===== src/rtl/ge_pkg.sv =====
// Shared types and default constants for the effect datapath sequencer and
// the bus-side register file.
package ge_pkg;

   localparam int DATA_W      = 32;
   localparam int TIMEOUT     = 64;
   localparam int ACLR_CYCLES = 4;
   localparam int CNT_W       = 16;

   typedef enum logic [2:0] {
      IDLE  = 3'd0,
      LATCH = 3'd1,
      START = 3'd2,
      WAIT  = 3'd3,
      PUSH  = 3'd4,
      FLUSH = 3'd5
   } seq_state_t;

endpackage


===== src/rtl/ge_timer.sv =====
// Loadable down-counter; tc is high while the count sits at zero.
module ge_timer #(
   parameter int W = 6
) (
   input  logic         clk,
   input  logic         reset,
   input  logic         load,
   input  logic [W-1:0] load_val,
   output logic         tc
);

   logic [W-1:0] cnt;

   always_ff @(posedge clk or posedge reset) begin
      if (reset) begin
         cnt <= '0;
      end else if (load) begin
         cnt <= load_val;
      end else if (cnt != '0) begin
         cnt <= cnt - W'(1);
      end
   end

   assign tc = (cnt == '0);

endmodule


===== src/rtl/effect_sequencer.sv =====
// Moves one sample at a time from the input FIFO through the effect core (or
// straight across in bypass) into the output FIFO, with core timeout and flush.
//
// state | meaning
// IDLE  | waiting for a sample or a pending soft reset
// LATCH | popped data is on in_data; capture it and pick core or bypass
// START | core_start high, timeout timer loaded
// WAIT  | waiting for core_done, timer running
// PUSH  | out_data valid, waiting for room in the output FIFO
// FLUSH | core_aclr high for ACLR_CYCLES cycles
module effect_sequencer #(
   parameter int DATA_W      = ge_pkg::DATA_W,
   parameter int TIMEOUT     = ge_pkg::TIMEOUT,
   parameter int ACLR_CYCLES = ge_pkg::ACLR_CYCLES,
   parameter int CNT_W       = ge_pkg::CNT_W
) (
   input  logic              clk,
   input  logic              reset,
   input  logic              enable,
   input  logic              soft_reset,
   input  logic              bypass,
   input  logic              in_empty,
   output logic              in_rd,
   input  logic [DATA_W-1:0] in_data,
   output logic              core_aclr,
   output logic              core_start,
   output logic [DATA_W-1:0] core_in,
   input  logic              core_done,
   input  logic [DATA_W-1:0] core_out,
   input  logic              out_full,
   output logic              out_wr,
   output logic [DATA_W-1:0] out_data,
   output logic              busy,
   output logic              timeout_err,
   output logic [CNT_W-1:0]  sample_cnt,
   output logic [CNT_W-1:0]  drop_cnt
);
   import ge_pkg::*;

   localparam int TMR_W = $clog2((TIMEOUT > ACLR_CYCLES) ? TIMEOUT : ACLR_CYCLES);

   seq_state_t       state, state_nxt;
   logic             soft_pend;
   logic             take_soft;
   logic             tmr_load;
   logic [TMR_W-1:0] tmr_val;
   logic             tmr_tc;
   logic             timed_out;

   assign take_soft = soft_reset | soft_pend;
   assign timed_out = (state == WAIT) && !core_done && tmr_tc;
   assign busy      = (state != IDLE);

   // The FIFO strobes are qualified by the flags of the same cycle so a pop
   // can never hit an empty FIFO and a push can never hit a full one.
   assign in_rd  = (state == IDLE) && !take_soft && enable && !in_empty;
   assign out_wr = (state == PUSH) && !out_full;

   always_comb begin
      state_nxt = state;
      tmr_load  = 1'b0;
      tmr_val   = '0;
      case (state)
         IDLE: begin
            if (take_soft) begin
               state_nxt = FLUSH;
               tmr_load  = 1'b1;
               tmr_val   = TMR_W'(ACLR_CYCLES - 1);
            end else if (enable && !in_empty) begin
               state_nxt = LATCH;
            end
         end
         LATCH: state_nxt = bypass ? PUSH : START;
         START: begin
            state_nxt = WAIT;
            tmr_load  = 1'b1;
            tmr_val   = TMR_W'(TIMEOUT - 1);
         end
         WAIT: begin
            if (core_done) begin
               state_nxt = PUSH;
            end else if (tmr_tc) begin
               state_nxt = FLUSH;
               tmr_load  = 1'b1;
               tmr_val   = TMR_W'(ACLR_CYCLES - 1);
            end
         end
         PUSH:    if (!out_full) state_nxt = IDLE;
         FLUSH:   if (tmr_tc) state_nxt = IDLE;
         default: state_nxt = IDLE;
      endcase
   end

   ge_timer #(.W(TMR_W)) u_timer (
      .clk      (clk),
      .reset    (reset),
      .load     (tmr_load),
      .load_val (tmr_val),
      .tc       (tmr_tc)
   );

   always_ff @(posedge clk or posedge reset) begin
      if (reset) begin
         state       <= IDLE;
         soft_pend   <= 1'b0;
         core_start  <= 1'b0;
         core_aclr   <= 1'b0;
         core_in     <= '0;
         out_data    <= '0;
         timeout_err <= 1'b0;
         sample_cnt  <= '0;
         drop_cnt    <= '0;
      end else begin
         state      <= state_nxt;
         core_start <= (state_nxt == START);
         core_aclr  <= (state_nxt == FLUSH);

         // A soft reset seen mid-transaction waits for IDLE to be taken.
         if (state == IDLE) begin
            soft_pend <= 1'b0;
         end else if (soft_reset) begin
            soft_pend <= 1'b1;
         end

         if (state == LATCH) begin
            core_in <= in_data;
            if (bypass) out_data <= in_data;
         end
         if (state == WAIT && core_done) out_data <= core_out;

         if (state == IDLE && take_soft) begin
            timeout_err <= 1'b0;
         end else if (timed_out) begin
            timeout_err <= 1'b1;
         end

         if (out_wr) sample_cnt <= sample_cnt + CNT_W'(1);
         if (timed_out && drop_cnt != '1) drop_cnt <= drop_cnt + CNT_W'(1);
      end
   end

endmodule


===== config.mk =====
export PLATFORM = sky130hd
export DESIGN_NAME = effect_sequencer
export DESIGN_NICKNAME = d
export VERILOG_FILES = /design/src/rtl/ge_pkg.sv /design/src/rtl/ge_timer.sv /design/src/rtl/effect_sequencer.sv
export SDC_FILE = /design/constraint.sdc
export NUM_CORES = 1
export LEC_CHECK = 0
export ABC_AREA = 1
export BUFFER_PORTS_ARGS = -buffer_cell sky130_fd_sc_hd__buf_2
export CORE_MARGIN = 2
export CORE_UTILIZATION = 45
export CTS_BUF_LIST = sky130_fd_sc_hd__clkbuf_4 sky130_fd_sc_hd__clkbuf_8
export CTS_CLUSTER_SIZE = 14
export DETAILED_ROUTE_END_ITERATION = 12
export PLACE_DENSITY = 0.72
export SYNTH_ARGS = -nofsm -noshare
export SYNTH_HDL_FRONTEND = slang
export SYNTH_HIERARCHICAL = 1
export SYNTH_SLANG_ARGS = --single-unit

===== constraint.sdc =====
create_clock -name clk -period 3.34 [get_ports clk]
set_clock_uncertainty 0.2 [all_clocks]
set_input_delay 0 -clock clk [delete_from_list [all_inputs] [get_ports clk]]
set_output_delay 0 -clock clk [all_outputs]
set_load 0.02 [all_outputs]

Word level (Yosys, flattened, before mapping)

Cells that the tools add are included.

Register bits after elaboration: 109
Bits in latches: 0
Memory bits (writable): 0
Bits in read-only memories: 0
Input port bits: 72
Output and inout bits: 102
Word-level logic and storage cells: 71
Memories kept: 0

Add/sub/neg operators: 3
Multipliers: 0
Divide/modulo/power cells: 0
Order comparisons: 0
Eq/ne operators: 8
Shift-type cells: 0
Multiplexer cells: 25
Bitwise logic cells: 1
Reductions and logical operators: 24

Operators by type and width:

| kind                                              | number |
|---|---|
| 2-to-1 mux 32 bit                                 | 3 |
| adder 16 x 1 -> 16 bit (second input constant)    | 2 |
| 2-to-1 mux 3 bit                                  | 7 |
| case mux 3 bit (6 select lines)                   | 1 |
| case mux 6 bit (3 select lines)                   | 1 |
| inequality test 16 bit (second input constant)    | 1 |
| 2-to-1 mux 6 bit                                  | 2 |
| logical AND 1 bit                                 | 10 |
| nonzero test 2 bit                                | 5 |
| == test 3 x 2 -> 1 bit (second input constant)    | 3 |
| == test 3 bit (second input constant)             | 3 |
| 2-to-1 mux 1 bit                                  | 7 |
| zero test 6 bit                                   | 1 |
| 2-to-1 mux 2 bit                                  | 3 |
| nonzero test 6 bit                                | 1 |
| subtractor 6 x 1 -> 6 bit (second input constant) | 1 |
| zero test 1 bit                                   | 4 |
| == test 3 x 1 -> 1 bit (second input constant)    | 1 |
| zero test 3 bit                                   | 1 |
| case mux 1 bit (3 select lines)                   | 1 |
| nonzero test 3 bit                                | 1 |
| AND reduction 2 bit                               | 1 |
| bitwise OR 1 bit                                  | 1 |

Longest topological paths before layout

Gate-level depths: netlist (run 1).

Depth in word-level cells: 6
Mapped depth: 13
Gate-level depth less buffers: 13

Modules after synthesis

Netlist (run 1), hierarchy kept.

Modules (own cells, without submodules):

| module           | instances | cells each | area an instance (um2) | seq. area each (um2) |
|---|---|---|---|---|
| effect_sequencer | 1         | 612        | 5,032.3                | 2,577.5 |
| ge_timer         | 1         | 48         | 389.1                  | 150.1 |

Worst setup path after synthesis (run 1)

Ideal clock, no wire load.

Path kind: register -> register
Start: reg u_timer.cnt[0]
End: reg u_timer.cnt[5]
Setup time: 0.113 ns
Arrival: 1.762 ns
Data required time: 3.027 ns
Setup slack: 1.265 ns
Stages on the path, launching flop included: 14
Path buffers: 0
Clock period less this slack: 2.075 ns
Cell sequence: dfrtp_1 -> inv_1 -> ha_1 -> nand3_4 -> inv_1 -> inv_1 -> nor3_4 -> nor2_1 -> nand2_1 -> inv_2 -> nor2_1 -> nor2_1 -> nand2_1 -> inv_1

Word-level cells in the longest chain between the ends: 5
Elaborated cells between the ends (all ways): 9
Those cells by class: 1 x add/sub; 5 x mux; 3 x reduce/logical

RTL lines:

| element                                                       | line                   | source |
|---|---|---|
| start, declared                                               | ge_timer.sv:12         | `logic [W-1:0] cnt;` |
| start signal, assigned                                        | ge_timer.sv:18         | `cnt <= load_val;` |
| start signal, assigned                                        | ge_timer.sv:20         | `cnt <= cnt - W'(1);` |
| zero test 6 bit *                                             | ge_timer.sv:24         | `assign tc = (cnt == '0);` |
| net tmr_tc                                                    | effect_sequencer.sv:47 | `logic tmr_tc;` |
| 2-to-1 mux 1 bit *                                            | effect_sequencer.sv:82 | `end else if (tmr_tc) begin` |
| 2-to-1 mux 1 bit *                                            | effect_sequencer.sv:80 | `if (core_done) begin` |
| case mux 1 bit (3 select lines) *                             | effect_sequencer.sv:63 | `case (state)` |
| net tmr_load                                                  | effect_sequencer.sv:45 | `logic tmr_load;` |
| 2-to-1 mux 6 bit / nonzero test 2 bit (equally long branches) | n/a                    |  |

The timed path passes the listed nets; every way through them passes the cells marked *. The select of a mux whose other input is x is not followed.
A chain may end at the register's enable or synchronous reset.

Worst setup path in the final report (run 1)

Start: reg state[0]
End: reg out_data[1]

Word-level cells in the longest chain between the ends: 4
Elaborated cells between the ends (all ways): 7
Those cells by class: 2 x eq/ne; 1 x mux; 4 x reduce/logical

RTL lines:

| element                              | line                    | source |
|---|---|---|
| start, declared                      | effect_sequencer.sv:42  | `seq_state_t state, state_nxt;` |
| start signal, assigned               | effect_sequencer.sv:114 | `state <= state_nxt;` |
| == test 3 x 2 -> 1 bit               | effect_sequencer.sv:129 | `if (state == WAIT && core_done) out_data <= core_out;` |
| logical AND 1 bit                    | effect_sequencer.sv:129 |  |
| nonzero test 2 bit (no source line)  | n/a                     |  |
| AND reduction 2 bit (no source line) | n/a                     |  |
| end signal, assigned                 | effect_sequencer.sv:127 | `if (bypass) out_data <= in_data;` |
| end signal, assigned                 | effect_sequencer.sv:129 |  |
| end, declared                        | effect_sequencer.sv:32  | `output logic [DATA_W-1:0] out_data,` |

Several ways; a longest one is shown, not always the timed one.

==> flow_summary.toml, run 1 <==
[clock_tree]
clock_path_buffers = 2
cts-root-buf = "clkbuf_8"
cts_buffers = 9
clkTransAtPathRegs_ns = 0.10
cts_htree_levels = 3
clk-insertion-delay-late_ns = 0.36
cts.sinks = 109
cts_setup_buffers = 0
cts_tree = "yes"
cts-resized-gates = 0

[finish]
layout-drive-gt1-share_pct = 24.3
register_area_um2 = 2730
fillers = 992
fin_nets = 1008
post-route-util_pct = 63.8
mostFrequentLayoutCells = "219 x nand2_1, 173 x buf_2, 109 x dfrtp_1"
multi_input_area_um2 = 2220
final_common_cell = "nand2_1"
areaGrowthSynthToFinish_pct = 39.6
diodes = 0

[worst_setup_path]
required_ns = 3.45
critPathKind = "reg2reg"
arrival_ns = 2.89
cp-start-kind = "register"
endpoint_kind = "register"
crit_fanout = 32

[drt]
met1_length_um = 6470
drt-initial-drc-count = 415
vias = 5337
wl_per_cell_um = 13.8
firstDrtPassIters = 5
avgViaCountPerCell = 4.92
wl_um = 15000
post-route-drc-count = 0
met3_length_um = 592
top_layer = "met4"
dr_wl_met2_um = 7440
ant_nets = 0

[global_route]
grt_pass1_wl_um = 24500
antenna_found_initial = 0
first_global_vias = 5161
grtUsageTotal_pct = 23.6
grt_max_degree = 64
grt-ovfl-total = 0

[pwr]
p_per_area_nw_per_um2 = 749
clockPowerShare_pct = 14.9
internal_power_uw = 3170
totalPowerFinal_uw = 5670
peakVddDrop_uv = 424
p_comb_share_pct = 46.5
p_seq_share_pct = 38.6
swShare_pct = 44.1
switching_power_uw = 2500
power.leakage_uw = 0.00395

[timing]
slew_violations = 0
setup_violations = 0
fin_crit_sh_pct = 83.2
rsz0062_at_grt = "no"
slew_headroom_pct = 39.2
whs_ns = 0.0978
setup_tns_ns = 0
finalHoldViolCount = 0
clock.fmax_mhz = 360
fin_crit_ns = 2.78
worst_slew_pin_slew_ns = 0.911

[yosys]
synth_area_per_cell_um2 = 8.21
yosysUniqueCellTypes = 29
synth_nets = 736
synth_cells = 660
syn_area_um2 = 5420
synth-seq-cells = 109
ys_warn_count = 6
ys_seq_area_share_pct = 50.3

[min_path]
hp-class = "in2async"

[status]
status = "finished clean"

[placed_design]
gp_congestion = 0.824
portBuffers = 173
hpwl_um = 9490

[floorplan]
coreArea_um2 = 11900
io_pins = 174
die_y_um = 114
initial_core_util_pct = 45.7
die_x_um = 114
die-area_um2 = 12900
rows = 40

[job]
max_cap_viol_count = 0
## area by class of cell
cell class / instances / share of cell area [%]
flip-flops and latches: 109 / 36.0
multi-input cells: 455 / 29.3
repair buffers: 281 / 25.7
inverters: 76 / 3.83
well taps: 147 / 2.43
clock buffers: 13 / 2.12
clock inverters: 3 / 0.595
## synth_stat cells, drive strengths merged
| master | number | share of area (%) |
|---|---|---|
| dfrtp | 109 | 50 |
| ha | 4 | 0.92 |
| buf | 18 | 3.3 |
| nand3b | 3 | 0.42 |
| nor2 | 54 | 4.6 |
| inv | 76 | 5.3 |
| clkbuf | 2 | 0.14 |
| nor3 | 5 | 0.88 |
| a21oi | 1 | 0.092 |
| nor4 | 1 | 0.12 |
| o21a | 1 | 0.14 |
| o21ai | 107 | 11 |
| nand4 | 12 | 1.4 |
| xnor2 | 11 | 1.8 |
| nand3 | 27 | 3.1 |
| xor2 | 8 | 1.3 |
| nand2 | 221 | 15 |
## sequential cells by signal (all words and copies together), names as in the netlist
signal	cells
soft_pend	1
core_start	1
out_data	32
timeout_err	1
core_aclr	1
sample_cnt	16
state	3
u_timer/cnt	6
core_in	32
drop_cnt	16
## power by group through the flow
| stage | Sequential, uW | Combinational [uW] | Clock [uW] |
|---|---|---|---|
| 5_1_grt | 2250 | 2920 | 916 |
| 6_report | 2190 | 2640 | 842 |
| 3_3_place_gp | 2180 | 2370 | 0 |
| 4_1_cts | 2170 | 2610 | 857 |
| 3_5_place_dp | 2190 | 2420 | 0 |
| 2_1_floorplan | 2690 | 1180 | 0 |
## critical path: stages (launching register included)
cell,delay (ns)
dfrtp_1,0.47
inv_2,0.11
nor3_4,0.06
nand2_4,0.36
inv_2,0.11
nor2_4,0.58
nand2_1,0.14
nand3_1,0.11
dlygate4sd3_1,0.56
## metrics by stage
stage	cells	area (um^2)	setup slack [ns]
floorplan	660	5420	0.436
global placement	962	6300	1.12
detailed placement	962	6300	1.06
CTS	1084	7570	0.586
global route	1084	7570	0.390
finish	1084	7570	0.560
## worst paths after layout
path | from | slack, ns | cells past startpoint | end
setup / recovery | state[0] | 0.56 | 8 | out_data[1]
min in group clk | enable | 0.15 | 4 | in_rd
hold / removal | reset | 0.1 | 3 | core_in[6]
setup reg to reg | state[0] | 0.56 | 8 | out_data[1]
max in group asynchronous | reset | 2.00 | 4 | state[0]
hold reg to reg | core_in[1] | 0.28 | 2 | core_in[1]
## cells by family after synthesis
family | count (synthesis) | share of synthesized area, %
flops | 109 | 50.3
fa+ha+maj | 4 | 0.923
buf+inv | 96 | 8.72
compound gates | 109 | 10.9
simple gates | 323 | 26.0
xor+xnor | 19 | 3.07
## routing by layer
metal | track usage, % | vias up
li1 | - | 2633
met1 | 30.0 | 2491
met2 | 40.7 | 173
met3 | 3.40 | 40
met4 | 9.67 | 0
met5 | 0 | -
## timing repair
item	4_1_cts	5_1_grt
endpoints found under the hold margin	151	0
hold buffers	106	0
setup endpoints to repair	0	0
No activity file was read; power rests on OpenSTA's default activity.
==> run 2: changes to the inputs <==
- ABC_AREA: 1 -> 0
- PLACE_DENSITY: 0.72 -> 0.73
- clock period: 3.34 -> 2.6 ns (I/O delays scaled with it)
==> flow_summary.toml, run 2 <==
[status]
status = "finished clean"

[timing]
slew_headroom_pct = 47.0
clock.fmax_mhz = 405
setup_ws_ns = 0.128
fin_crit_ns = 2.47
finalHoldViolCount = 0
worst_slew_pin_slew_ns = 0.793
setup_tns_ns = 0
fin_crit_sh_pct = 95.1
setup_violations = 0
slew_violations = 0
whs_ns = 0.112

[worst_setup_path]
required_ns = 2.71
arrival_ns = 2.58
crit_fanout = 34
crit_chain = "nor3b_4 -> buf_12 -> nand2_1 -> mux2i_1 -> a21oi_1 -> dlygate4sd3_1"
endpoint_kind = "register"
crit_slowest_cell = "dlygate4sd3_1"
critPathKind = "reg2reg"
r2r_cells = 6
cp-start-kind = "register"
crit_path_max_incr_delay_ns = 0.59

[drt]
avgViaCountPerCell = 5.20
wl_per_cell_um = 16.5
wl_um = 13500
ant_nets = 0
firstDrtPassIters = 4
drt-initial-drc-count = 152
post-route-drc-count = 0
vias = 4247

[clock_tree]
cts_htree_levels = 3
cts_buffers = 9
clkTransAtPathRegs_ns = 0.09
cts.sinks = 109
cts_setup_buffers = 0
clock_path_buffers = 2
cts_tree = "yes"
cts-root-buf = "clkbuf_8"
clk-insertion-delay-late_ns = 0.37

[yosys]
ys_warn_count = 6
synthFlopType = "dfrtp_1"
synth_area_per_cell_um2 = 11.6
async_flop_share_pct = 100
syn_area_um2 = 4910
yosysUniqueCellTypes = 50
ys_seq_area_share_pct = 55.5
ys_top_cells_by_area = "dfrtp_1 56%, mux2_2 8.0%, mux2i_1 6.5%, nand2_1 3.7%, xor2_1 3.4%"
yosysMostFrequentCell = "dfrtp_1"
synth-edff-count = 0
synth_cells = 423
synth_top_area_share_pct = 55.5
synth_top_area_cell = "dfrtp_1"
synth-seq-cells = 109
ys_top_cells_by_count = "109 x dfrtp_1, 48 x nand2_1, 35 x mux2_2, 32 x mux2i_1, 32 x o21ai_0"
synth_nets = 499

[placed_design]
gp_congestion = 0.866
dp_slack_ns = 0.153
portBuffers = 173
hpwl_um = 8470
placed_area_um2 = 6000
dp.cells = 727

[finish]
top_regs = "core_in (32), out_data (32)"
fin_nets = 749
areaGrowthSynthToFinish_pct = 41.6
final_common_cell = "buf_2"
layout-drive-gt1-share_pct = 36.9
diodes = 0
instances_no_fill = 817
fin_area_um2 = 6960
mostFrequentLayoutCells = "173 x buf_2, 108 x dfrtp_1, 75 x dlygate4sd3_1"

[floorplan]
rows = 38
io_pins = 174
initial_core_util_pct = 45.7
die-area_um2 = 11800
die_x_um = 108
die_y_um = 108
coreArea_um2 = 10700

[global_route]
grt-ovfl-total = 0
grt_busiest_layer = "met2"
gr-usage-met1_pct = 29.1
antenna_found_initial = 0
use_met3_pct = 5.91
grt_max_degree = 61
grtUsageTotal_pct = 23.5
use_met2_pct = 38.7
first_global_vias = 4446
grt_pass1_wl_um = 21500

[job]
max_cap_viol_count = 0

[pwr]
p_per_area_nw_per_um2 = 417
power.leakage_uw = 0.00390
peakVddDrop_uv = 286

[min_path]
hp-class = "in2async"
[run 2: cell types whose count changed in the layout (fill, tap and decap cells not counted), moves of 8 or more]
cell	change
o21ai_1	-53
o21ai_2	-12
mux2_2	+35
nand3_1	-16
dlygate4sd3_1	-31
o21ai_0	-9
nor3_1	+8
mux2i_1	+32
a21oi_1	+8
nand2_1	-171
inv_1	-60
nor2_1	-33
xor2_1	+11
[run 2: per-layer routing]
| metal | share of wire, % | wire, um |
|---|---|---|
| met1 | 41 | 5590 |
| met2 | 49 | 6670 |
| met3 | 6.7 | 905 |
| met4 | 2.3 | 316 |
| met5 | 0 | 0 |
[run 2: where the power goes]
group          internal (uW)  total, uW      switching (uW)
Clock                    444        997                 553
Combinational            123        208                84.7
Sequential              1690       1690  0.0000000000000121
Total                   2260       2900                 638
[run 2: cell families (layout without fill, tap and decap cells)]
| family | Yosys count | in the layout | share of synthesized area [%] |
|---|---|---|---|
| flip-flops | 109 | 109 | 55.5 |
| adder cells (fa/ha/maj) | 4 | 4 | 1.02 |
| AND/OR/NAND/NOR | 129 | 129 | 14.5 |
| XOR/XNOR | 31 | 31 | 5.53 |
| multiplexers | 67 | 67 | 14.5 |
| buffers and inverters | 29 | 283 | 2.60 |
| AO/OA/AOI/OAI | 54 | 54 | 6.32 |
[run 2: metrics by stage]
stage | util (%) | total power [uW]
after detailed placement | 55.8 | 1850
after floorplan | - | 1770
after global routing | 64.7 | 3000
after global placement | 55.8 | 1850
final | 64.7 | 2900
after CTS | 64.5 | 2930
[run 2: worst max-delay path, delay by kind of cell (launching register included)]
kind,cells,cell delay [ns]
AND/OR/NAND/NOR,2,0.48
flip-flops,1,0.56
buffers and inverters,2,0.86
multiplexers,1,0.14
AO/OA/AOI/OAI,1,0.16
[run 2: repair_timing]
item | CTS | global route
endpoints found under the hold margin | 127 | 0
resized for setup | 0 | 5
hold buffers | 75 | 0
setup endpoints to repair | 0 | 12
[run 2: path summary, 6_finish.rpt]
check                               start        endpoint  slack (ns)
setup / recovery                 state[1]     out_data[1]        0.13
hold / removal                      reset    drop_cnt[14]        0.11
setup reg to reg                 state[1]     out_data[1]        0.13
hold reg to reg            sample_cnt[15]  sample_cnt[15]        0.27
max in group asynchronous           reset     core_in[16]        1.37
min in group clk                   enable           in_rd        0.19
[run 2: final cells by class]
cell class / instances / area (um^2)
fillers: 860 / 3790
flip-flops and latches: 109 / 2730
multi-input cells: 285 / 2090
repair buffers: 259 / 1740
clock buffers: 14 / 180
well taps: 140 / 175
inverters: 9 / 37.5
clock inverters: 1 / 5.00
